[src/rtl/ifetch_stage_if.sv]
// Bundle of every handshake and bus signal around the instruction-fetch stage.
// The slave modport is the fetch stage view; master is the surrounding pipeline/cache view.
interface ifetch_stage_if #(
   parameter int XLEN = 64,
   parameter int ILEN = 32
);
   logic [XLEN-1:0] pc;
   logic            pc_valid;
   logic            fetch_i_ready;
   logic            icache_req_valid;
   logic [XLEN-1:0] icache_req_addr;
   logic            icache_req_ready;
   logic            icache_resp_valid;
   logic [ILEN-1:0] icache_resp_data;
   logic            decode_ready;
   logic            inst_valid;
   logic [ILEN-1:0] inst;
   logic [XLEN-1:0] inst_pc;
   logic            inst_misalign;
   logic            flush;

   modport slave (
      input  pc, pc_valid, icache_req_ready, icache_resp_valid, icache_resp_data,
             decode_ready, flush,
      output fetch_i_ready, icache_req_valid, icache_req_addr, inst_valid, inst,
             inst_pc, inst_misalign
   );

   modport master (
      output pc, pc_valid, icache_req_ready, icache_resp_valid, icache_resp_data,
             decode_ready, flush,
      input  fetch_i_ready, icache_req_valid, icache_req_addr, inst_valid, inst,
             inst_pc, inst_misalign
   );
endinterface

[src/rtl/ifetch_stage.sv]
// Instruction-fetch stage: one outstanding icache read, a one-entry instruction buffer
// toward decode, flush with drain of an owed response, and misaligned-PC fault entries.
module ifetch_stage_chk (
   input logic clk,
   input logic rst,
   input logic resp_valid_i,
   input logic resp_expected_i
);
   // A cache response is only legal while a read is owed to this stage.
   a_resp_owed: assert property (@(posedge clk) disable iff (rst)
      resp_valid_i |-> resp_expected_i)
      else $error("icache response with no outstanding request");
endmodule

module ifetch_stage #(
   parameter int XLEN = 64,
   parameter int ILEN = 32
) (
   input logic           clk,
   input logic           rst,
   ifetch_stage_if.slave bus
);
   localparam logic [2:0] ST_IDLE  = 3'd0;
   localparam logic [2:0] ST_REQ   = 3'd1;
   localparam logic [2:0] ST_WAIT  = 3'd2;
   localparam logic [2:0] ST_HOLD  = 3'd3;
   localparam logic [2:0] ST_DRAIN = 3'd4;

   logic [2:0]      state_q, state_d;
   logic [XLEN-1:0] req_pc_q, req_pc_d;
   logic [XLEN-1:0] inst_pc_q, inst_pc_d;
   logic [ILEN-1:0] inst_q, inst_d;
   logic            mis_q, mis_d;
   logic            fetch_ready_s;
   logic            accept_s;
   logic            misaligned_s;

   assign fetch_ready_s = !bus.flush &&
                          ((state_q == ST_IDLE) || ((state_q == ST_HOLD) && bus.decode_ready));
   assign accept_s      = bus.pc_valid && fetch_ready_s;
   assign misaligned_s  = (bus.pc[1:0] != 2'b00);

   // Next-state and buffer-update logic; flush outranks every other transition.
   always_comb begin
      state_d   = state_q;
      req_pc_d  = req_pc_q;
      inst_pc_d = inst_pc_q;
      inst_d    = inst_q;
      mis_d     = mis_q;
      if (bus.flush) begin
         // A read the cache has accepted but not answered must be drained before reuse.
         case (state_q)
            ST_REQ:   state_d = bus.icache_req_ready  ? ST_DRAIN : ST_IDLE;
            ST_WAIT:  state_d = bus.icache_resp_valid ? ST_IDLE  : ST_DRAIN;
            ST_DRAIN: state_d = bus.icache_resp_valid ? ST_IDLE  : ST_DRAIN;
            default:  state_d = ST_IDLE;
         endcase
      end else if (accept_s) begin
         req_pc_d = bus.pc;
         if (misaligned_s) begin
            state_d   = ST_HOLD;
            inst_d    = {ILEN{1'b0}};
            inst_pc_d = bus.pc;
            mis_d     = 1'b1;
         end else begin
            state_d = ST_REQ;
         end
      end else begin
         case (state_q)
            ST_REQ: begin
               if (bus.icache_req_ready) begin
                  state_d = ST_WAIT;
               end else begin
                  state_d = ST_REQ;
               end
            end
            ST_WAIT: begin
               if (bus.icache_resp_valid) begin
                  state_d   = ST_HOLD;
                  inst_d    = bus.icache_resp_data;
                  inst_pc_d = req_pc_q;
                  mis_d     = 1'b0;
               end else begin
                  state_d = ST_WAIT;
               end
            end
            ST_HOLD: begin
               if (bus.decode_ready) begin
                  state_d = ST_IDLE;
               end else begin
                  state_d = ST_HOLD;
               end
            end
            ST_DRAIN: begin
               if (bus.icache_resp_valid) begin
                  state_d = ST_IDLE;
               end else begin
                  state_d = ST_DRAIN;
               end
            end
            default: state_d = ST_IDLE;
         endcase
      end
   end

   // State and buffer registers with synchronous reset.
   always_ff @(posedge clk) begin
      if (rst) begin
         state_q   <= ST_IDLE;
         req_pc_q  <= {XLEN{1'b0}};
         inst_pc_q <= {XLEN{1'b0}};
         inst_q    <= {ILEN{1'b0}};
         mis_q     <= 1'b0;
      end else begin
         state_q   <= state_d;
         req_pc_q  <= req_pc_d;
         inst_pc_q <= inst_pc_d;
         inst_q    <= inst_d;
         mis_q     <= mis_d;
      end
   end

   assign bus.fetch_i_ready    = fetch_ready_s;
   assign bus.icache_req_valid = (state_q == ST_REQ);
   assign bus.icache_req_addr  = req_pc_q;
   assign bus.inst_valid       = (state_q == ST_HOLD);
   assign bus.inst             = inst_q;
   assign bus.inst_pc          = inst_pc_q;
   assign bus.inst_misalign    = mis_q;

   ifetch_stage_chk u_chk (
      .clk             (clk),
      .rst             (rst),
      .resp_valid_i    (bus.icache_resp_valid),
      .resp_expected_i ((state_q == ST_WAIT) || (state_q == ST_DRAIN))
   );
endmodule
[src/flat_wrapper.sv]
// flat-port wrapper written by rule: the top's interface ports become plain ports
module ifetch_stage_flat 
#(
   parameter int XLEN = 64,
   parameter int ILEN = 32
)
  (clk, rst, bus_pc, bus_pc_valid, bus_icache_req_ready, bus_icache_resp_valid, bus_icache_resp_data, bus_decode_ready, bus_flush, bus_fetch_i_ready, bus_icache_req_valid, bus_icache_req_addr, bus_inst_valid, bus_inst, bus_inst_pc, bus_inst_misalign);
  ifetch_stage_if #(.XLEN(XLEN), .ILEN(ILEN)) bus_i ();
  input logic clk;
  input logic rst;
  input wire logic [$bits(bus_i.pc)-1:0] bus_pc;
  input wire logic [$bits(bus_i.pc_valid)-1:0] bus_pc_valid;
  input wire logic [$bits(bus_i.icache_req_ready)-1:0] bus_icache_req_ready;
  input wire logic [$bits(bus_i.icache_resp_valid)-1:0] bus_icache_resp_valid;
  input wire logic [$bits(bus_i.icache_resp_data)-1:0] bus_icache_resp_data;
  input wire logic [$bits(bus_i.decode_ready)-1:0] bus_decode_ready;
  input wire logic [$bits(bus_i.flush)-1:0] bus_flush;
  output wire logic [$bits(bus_i.fetch_i_ready)-1:0] bus_fetch_i_ready;
  output wire logic [$bits(bus_i.icache_req_valid)-1:0] bus_icache_req_valid;
  output wire logic [$bits(bus_i.icache_req_addr)-1:0] bus_icache_req_addr;
  output wire logic [$bits(bus_i.inst_valid)-1:0] bus_inst_valid;
  output wire logic [$bits(bus_i.inst)-1:0] bus_inst;
  output wire logic [$bits(bus_i.inst_pc)-1:0] bus_inst_pc;
  output wire logic [$bits(bus_i.inst_misalign)-1:0] bus_inst_misalign;
  assign bus_i.pc = bus_pc;
  assign bus_i.pc_valid = bus_pc_valid;
  assign bus_i.icache_req_ready = bus_icache_req_ready;
  assign bus_i.icache_resp_valid = bus_icache_resp_valid;
  assign bus_i.icache_resp_data = bus_icache_resp_data;
  assign bus_i.decode_ready = bus_decode_ready;
  assign bus_i.flush = bus_flush;
  assign bus_fetch_i_ready = bus_i.fetch_i_ready;
  assign bus_icache_req_valid = bus_i.icache_req_valid;
  assign bus_icache_req_addr = bus_i.icache_req_addr;
  assign bus_inst_valid = bus_i.inst_valid;
  assign bus_inst = bus_i.inst;
  assign bus_inst_pc = bus_i.inst_pc;
  assign bus_inst_misalign = bus_i.inst_misalign;
  ifetch_stage #(.XLEN(XLEN), .ILEN(ILEN)) u_core (.clk(clk), .rst(rst), .bus(bus_i));
endmodule
[config.mk]
export PLATFORM = sky130hd
export DESIGN_NAME = ifetch_stage_flat
export DESIGN_NICKNAME = d
export VERILOG_FILES = /design/src/rtl/ifetch_stage_if.sv /design/src/rtl/ifetch_stage.sv /design/src/flat_wrapper.sv
export SDC_FILE = /design/constraint.sdc
export NUM_CORES = 1
export LEC_CHECK = 0
export ABC_AREA = 1
export BUFFER_PORTS_ARGS = -buffer_cell sky130_fd_sc_hd__clkbuf_2
export CAP_MARGIN = 20
export CORE_MARGIN = 8
export CORE_UTILIZATION = 50
export DETAILED_ROUTE_END_ITERATION = 16
export PLACE_DENSITY = 0.8
export SLEW_MARGIN = 20
export SYNTH_ARGS = -nofsm -noshare
export SYNTH_HDL_FRONTEND = slang
export SYNTH_SLANG_ARGS = --single-unit
[constraint.sdc]
create_clock -name clk -period 1.7 [get_ports clk]
set_clock_uncertainty 0.05 [all_clocks]
set_input_delay 0.34 -clock clk [delete_from_list [all_inputs] [get_ports clk]]
set_output_delay 0.34 -clock clk [all_outputs]
set_load 0.03 [all_outputs]
== Word-level counts from Yosys, hierarchy flattened ==
Cells that the tools add are included.

* Bitwise logic cells: 1
* Reduce and logical (&&, ||, !) cells: 12
* Multiplexer cells: 22
* Eq/ne operators: 5

{| class="wikitable"
|+ Operator list
! cell !! number
|-
| $mux 64 || 4
|-
| $mux 32 || 4
|-
| $mux 3 || 4
|-
| $pmux 3 s4 || 1
|-
| $eq 3x2->1 const B || 2
|-
| $mux 2 || 3
|-
| $pmux 3 s2 || 1
|-
| $reduce_bool 2->1 || 3
|-
| $mux 1 || 5
|-
| $reduce_and 4->1 || 1
|-
| $eq 3x1->1 const B || 1
|-
| $eq 3x3->1 const B || 1
|-
| $logic_and 1x1->1 || 3
|-
| $logic_not 3->1 || 1
|-
| $ne 2x2->1 const B || 1
|-
| $reduce_and 2->1 || 1
|-
| $reduce_or 2->1 || 1
|-
| $logic_not 1->1 || 1
|-
| $logic_or 1x1->1 || 1
|-
| $not 1->1 || 1
|}

* Output and inout port bits: 164
* Word-level logic and storage cells: 45
* Flip-flop bits (word level): 164

== Longest topological paths before layout ==
* Depth after elaboration: 7
* Mapped depth: 10
* Mapped depth without buffers: 9

== Worst setup path after synthesis ==
OpenSTA, ideal clock, no wires.

* Kind: reg2reg
* Start: register u_core.state_q[1]
* End: register u_core.state_q[0]
* Path slack: 0.059 ns
* Arrival time: 1.510 ns
* Setup time: 0.081 ns
* Period minus slack after synthesis: 1.641 ns
* Buffers on the path: 0
* Required time: 1.569 ns
* Stages on the path, launching flop included: 5
* Cell sequence: dfxtp_1 > inv_2 > nor3_1 > nand2_1 > a41oi_1

* Word-level cells in the longest chain between the ends: 7
* Elaborated cells between the ends (all ways): 14
* Those cells by class: 4 x eq/ne; 4 x mux; 6 x reduce/logical

{| class="wikitable"
|+ Ends and longest elaborated chain
! item !! line !! RTL
|-
| start: declaration || ifetch_stage.sv:29 || <nowiki>logic [2:0] state_q, state_d;</nowiki>
|-
| start signal: assignment || ifetch_stage.sv:115 || <nowiki>state_q <= state_d;</nowiki>
|-
| $eq 3x2->1 * || n/a ||
|-
| via bus_inst_valid || flat_wrapper.sv:21 || <nowiki>output wire logic [$bits(bus_i.inst_valid)-1:0] bus_inst_valid;</nowiki>
|-
| $logic_and 1x1->1 || ifetch_stage.sv:39 || <nowiki>((state_q == ST_IDLE) || ((state_q == ST_HOLD) && bus.decode_ready));</nowiki>
|-
| $logic_or 1x1->1 || ifetch_stage.sv:39 ||
|-
| $logic_and 1x1->1 || ifetch_stage.sv:38 || <nowiki>assign fetch_ready_s = !bus.flush &&</nowiki>
|-
| $logic_and 1x1->1 || ifetch_stage.sv:40 || <nowiki>assign accept_s = bus.pc_valid && fetch_ready_s;</nowiki>
|-
| $mux 3 * || ifetch_stage.sv:58 || <nowiki>end else if (accept_s) begin</nowiki>
|-
| $mux 3 * || ifetch_stage.sv:50 || <nowiki>if (bus.flush) begin</nowiki>
|}

Mark *: on every way through the listed nets, which the timed path passes. The rest lies on a longest branch.
A chain may end at the register's enable or synchronous reset.

== Worst setup path after layout ==
* Start: register u_core.state_q[2]
* End: output port bus_fetch_i_ready

* Word-level cells in the longest chain between the ends: 4
* Elaborated cells between the ends (all ways): 5
* Those cells by class: 1 x eq/ne; 4 x reduce/logical

{| class="wikitable"
|+ Ends and longest elaborated chain
! item !! line !! RTL
|-
| $eq 3x2->1 || ifetch_stage.sv:39 ||
|-
| $logic_and 1x1->1 || ifetch_stage.sv:39 ||
|-
| $logic_or 1x1->1 * || ifetch_stage.sv:39 ||
|-
| $logic_and 1x1->1 * || ifetch_stage.sv:38 ||
|-
| end: declaration || flat_wrapper.sv:18 || <nowiki>output wire logic [$bits(bus_i.fetch_i_ready)-1:0] bus_fetch_i_ready;</nowiki>
|}

Mark *: on every way between the ends. The rest lies on a longest branch, timed or not.

==> results.tsv <==
stage	metric	value	unit
worst_setup_path	CP max FO	3	
worst_setup_path	CP Cell Sequence	inv_2, nand4_1, a21oi_2, clkbuf_8	
die	die footprint	0.0189	mm2
worst_setup_path	critical path's largest stage delay	0.33	ns
logic_synthesis	post-synth cell types	21	
logic_synthesis	top post-synthesis cells by area	dfxtp_1 45%, nand2_1 14%, nor2_1 8.6%	
pwr	Power per Cell Area	1010	mW/mm2
grt	largest net degree at the start of global routing	69	
routing	Routed Antenna Nets	0	
clocking	root buffer selected by CTS	clkbuf_16	
clocking	Sink Count	164	
logic_synthesis	syn_area_per_cell	6.69	um2
worst_setup_path	kind of critical path	flop to primary output	
worst_setup_path	Worst path slowest cell	dfxtp_2	
logic_synthesis	most frequent cells after synthesis	270 x nand2_1, 168 x nor2_1, 164 x dfxtp_1	
logic_synthesis	main combinational cell family by area after synthesis	simple AND/OR/NAND/NOR gates	
run_status	failing checks	negative setup slack	
clocking	CTS tree	done	
die	num ports	267	
grt	vias in the first global route	7273	
logic_synthesis	adder-cell share of the synthesized area	0	%
worst_setup_path	Startpoint Class	flop	
logic_synthesis	post-synthesis mux area share	0	%
routing	DRT iter0 DRCs	540	
logic_synthesis	Synth area leader	dfxtp_1	
worst_setup_path	R2R Path Start	u_core.state_q[2]$_SDFF_PP0_	
layout	fin cells	1567	
timing	Slew headroom	76.1	%
worst_setup_path	CP Data Required Time	1.31	ns
logic_synthesis	register area share after synthesis	44.6	%
logic_synthesis	Cell Area, Synth	0.00737	mm2
worst_setup_path	Critical Path AT	1.43	ns
placement	pre-CTS setup slack	-0.0617	ns
die	Core Area	0.0145	mm2
pwr	VDD IR-drop max	796	uV
layout	# nets final	1473	
logic_synthesis	Syn Nets	1204	
routing	DR vias/cell	5.28	
hold_path	sink of the worst hold path	u_core.state_q[2]$_SDFF_PP0_	
pwr	total power	10.8	mW
pwr	static leakage	5.52	nW
logic_synthesis	Yosys top cell area share	44.6	%
grt	first-pass GRT wire length	35700	um
timing	final hold vios	0	
run_status	outcome	finished with violations	
logic_synthesis	Post-synth ARST share	0	%
clocking	Num CTS Buffers	17	
die	FP Rows	44	
layout	layout cells sized above 1	36.4	%
clocking	hold buffer count at CTS	0	
worst_setup_path	Worst R2R Path Depth	12	
timing	RSZ-0062 raised after global routing	yes	
timing	min Tclk post-route	1.82	ns
routing	DRT Pass-1 Iters	5	
placement	post-DP HPWL	15800	um
logic_synthesis	most frequent cell after synthesis	nand2_1	
timing	fin. max-slew vios	0	
logic_synthesis	synthesized flop and latch total	164	
logic_synthesis	Synth Area in Simple Gates	34.9	%
placement	Inst Count DP	1506	
grt	overflow left after global routing	0	
logic_synthesis	Post-Synth XOR/XNOR Area	0	%
clocking	Max H-tree Level	4	
worst_setup_path	RR Endpoint	u_core.bus.inst_pc[11]$_SDFFE_PP0P_	
clocking	clk slew on worst S/H paths	0.07	ns
grt	GRT Total Usage	23.5	%
logic_synthesis	cells after synthesis	1101	
timing	Slew @ Worst Pin	0.358	ns
routing	DRC	0	
layout	n_diodes	0	
routing	Vias	8279	
logic_synthesis	ys flop type	dfxtp_1	
logic_synthesis	Yosys Warn Count	0	
worst_setup_path	CP Capture Type	primary output	
hold_path	hold_sp	bus_icache_resp_valid	
hold_path	hold path depth	4	
logic_synthesis	Post-synth EDFFs	0	
clocking	CTS Buffer Depth	2	
routing	final wirelength	26300	um
placement	Buffers on Ports	266	
die	die width	137	um
routing	average wire per cell in the routed design	16.8	um
worst_setup_path	r2r setup slk	-0.11	ns
timing	fmax	550	MHz
run	MaxCap Viol Count	0	
timing	part of the cycle the worst path needs	107	%
placement	GP Congestion	0.862	
hold_path	worst min-delay path category	primary input to flop	
timing	Final WS setup	-0.119	ns
timing	Setup Viol. Count Final	58	
placement	placed cell areas	0.00900	mm2
layout	fin area	0.0107	mm2
logic_synthesis	Synth Area in Compound Gates	6.62	%
clocking	worst skew pair latency	0.42	ns
die	Die Y	137	um
die	Starting Density	50.9	%
grt	initial antenna violation count	0	
layout	Layout area overhead	45.1	%
stage by stage:
step	util, %	hold WS (ns)	TNS [ns]
4_1_cts	67.4	0.147	-0.0917
5_1_grt	73.8	0.191	-8.17
3_3_place_gp	62.2	0.411	0
2_1_floorplan	-	0.447	0
6_report	73.8	0.166	-1.84
3_5_place_dp	62.2	0.417	-1.67
worst max path at each step:
stage                                          endpoint  cells past startpoint  slack (ns)                         start
floorplan                  u_core.state_q[0]$_SDFF_PP0_                      4        0.06  u_core.state_q[1]$_SDFF_PP0_
global placement       u_core.bus.inst[11]$_SDFFE_PP0P_                      8       0.005              bus_decode_ready
detailed placement  u_core.bus.inst_pc[16]$_SDFFE_PP0P_                      9       -0.06              bus_decode_ready
CTS                                   bus_fetch_i_ready                      4       -0.09  u_core.state_q[2]$_SDFF_PP0_
global route        u_core.bus.inst_pc[11]$_SDFFE_PP0P_                     12       -0.17  u_core.state_q[2]$_SDFF_PP0_
finish                                bus_fetch_i_ready                      4       -0.12  u_core.state_q[2]$_SDFF_PP0_
per-layer routing:
layer,up-vias,wire [um],GRT usage (%)
met5,-,0,0
met4,0,834,9.54
met3,67,2290,4.41
met2,468,12900,39.4
met1,3758,10200,29.0
li1,3986,-,-
power by group:
part           switching (mW)  leakage (nW)  internal, mW
logic                    1.71          3.90         0.938
clock network            1.66         0.277          2.22
registers               0.157          1.34          4.10
flip-flops by register name (all words and copies together) (netlist names):
name / flops
u_core.bus.icache_req_addr: 64
u_core.bus.inst_pc: 64
u_core.bus.inst: 32
u_core.state_q: 3
u_core.bus.inst_misalign: 1
final cells by class:
cell class,count,area [um2]
fillers,1082,3790
multi-input cells,699,3640
flip-flops and latches,164,3290
repair buffers,338,2370
inverters,150,569
clock buffers,19,443
well taps,184,230
clock inverters,13,148
worst max-delay path, delay by kind of cell, from the launching register on:
kind | cells | cell delay [ns]
buf+inv | 2 | 0.26
simple gates | 1 | 0.18
compound gates | 1 | 0.23
flops | 1 | 0.33
cells in the final DEF, fill, tap and decap left out, types with 5 or more instances in the layout:
master / instances
nor2_1: 166
inv_6: 5
nand4_1: 66
dfxtp_1: 161
clkbuf_16: 27
inv_1: 144
a21oi_1: 92
nand2_1: 184
nand2_2: 55
nand2_4: 32
buf_12: 18
nand3_2: 30
nand3_1: 63
clkbuf_2: 263
buf_6: 9
buf_4: 33
kinds of logic (layout without fill, tap and decap cells):
kind of cell | after synthesis | count (layout)
AOI/OAI and AO/OA | 96 | 96
buffers and inverters | 238 | 520
DFF | 164 | 164
and+or+nand+nor | 603 | 603
repair_timing:
action	CTS	global route
buffers inserted	10	7
setup endpoints to repair	18	101
gates cloned	1	12
pin swaps	5	25
resized for setup	16	170
(Power assumes the default switching activity.)
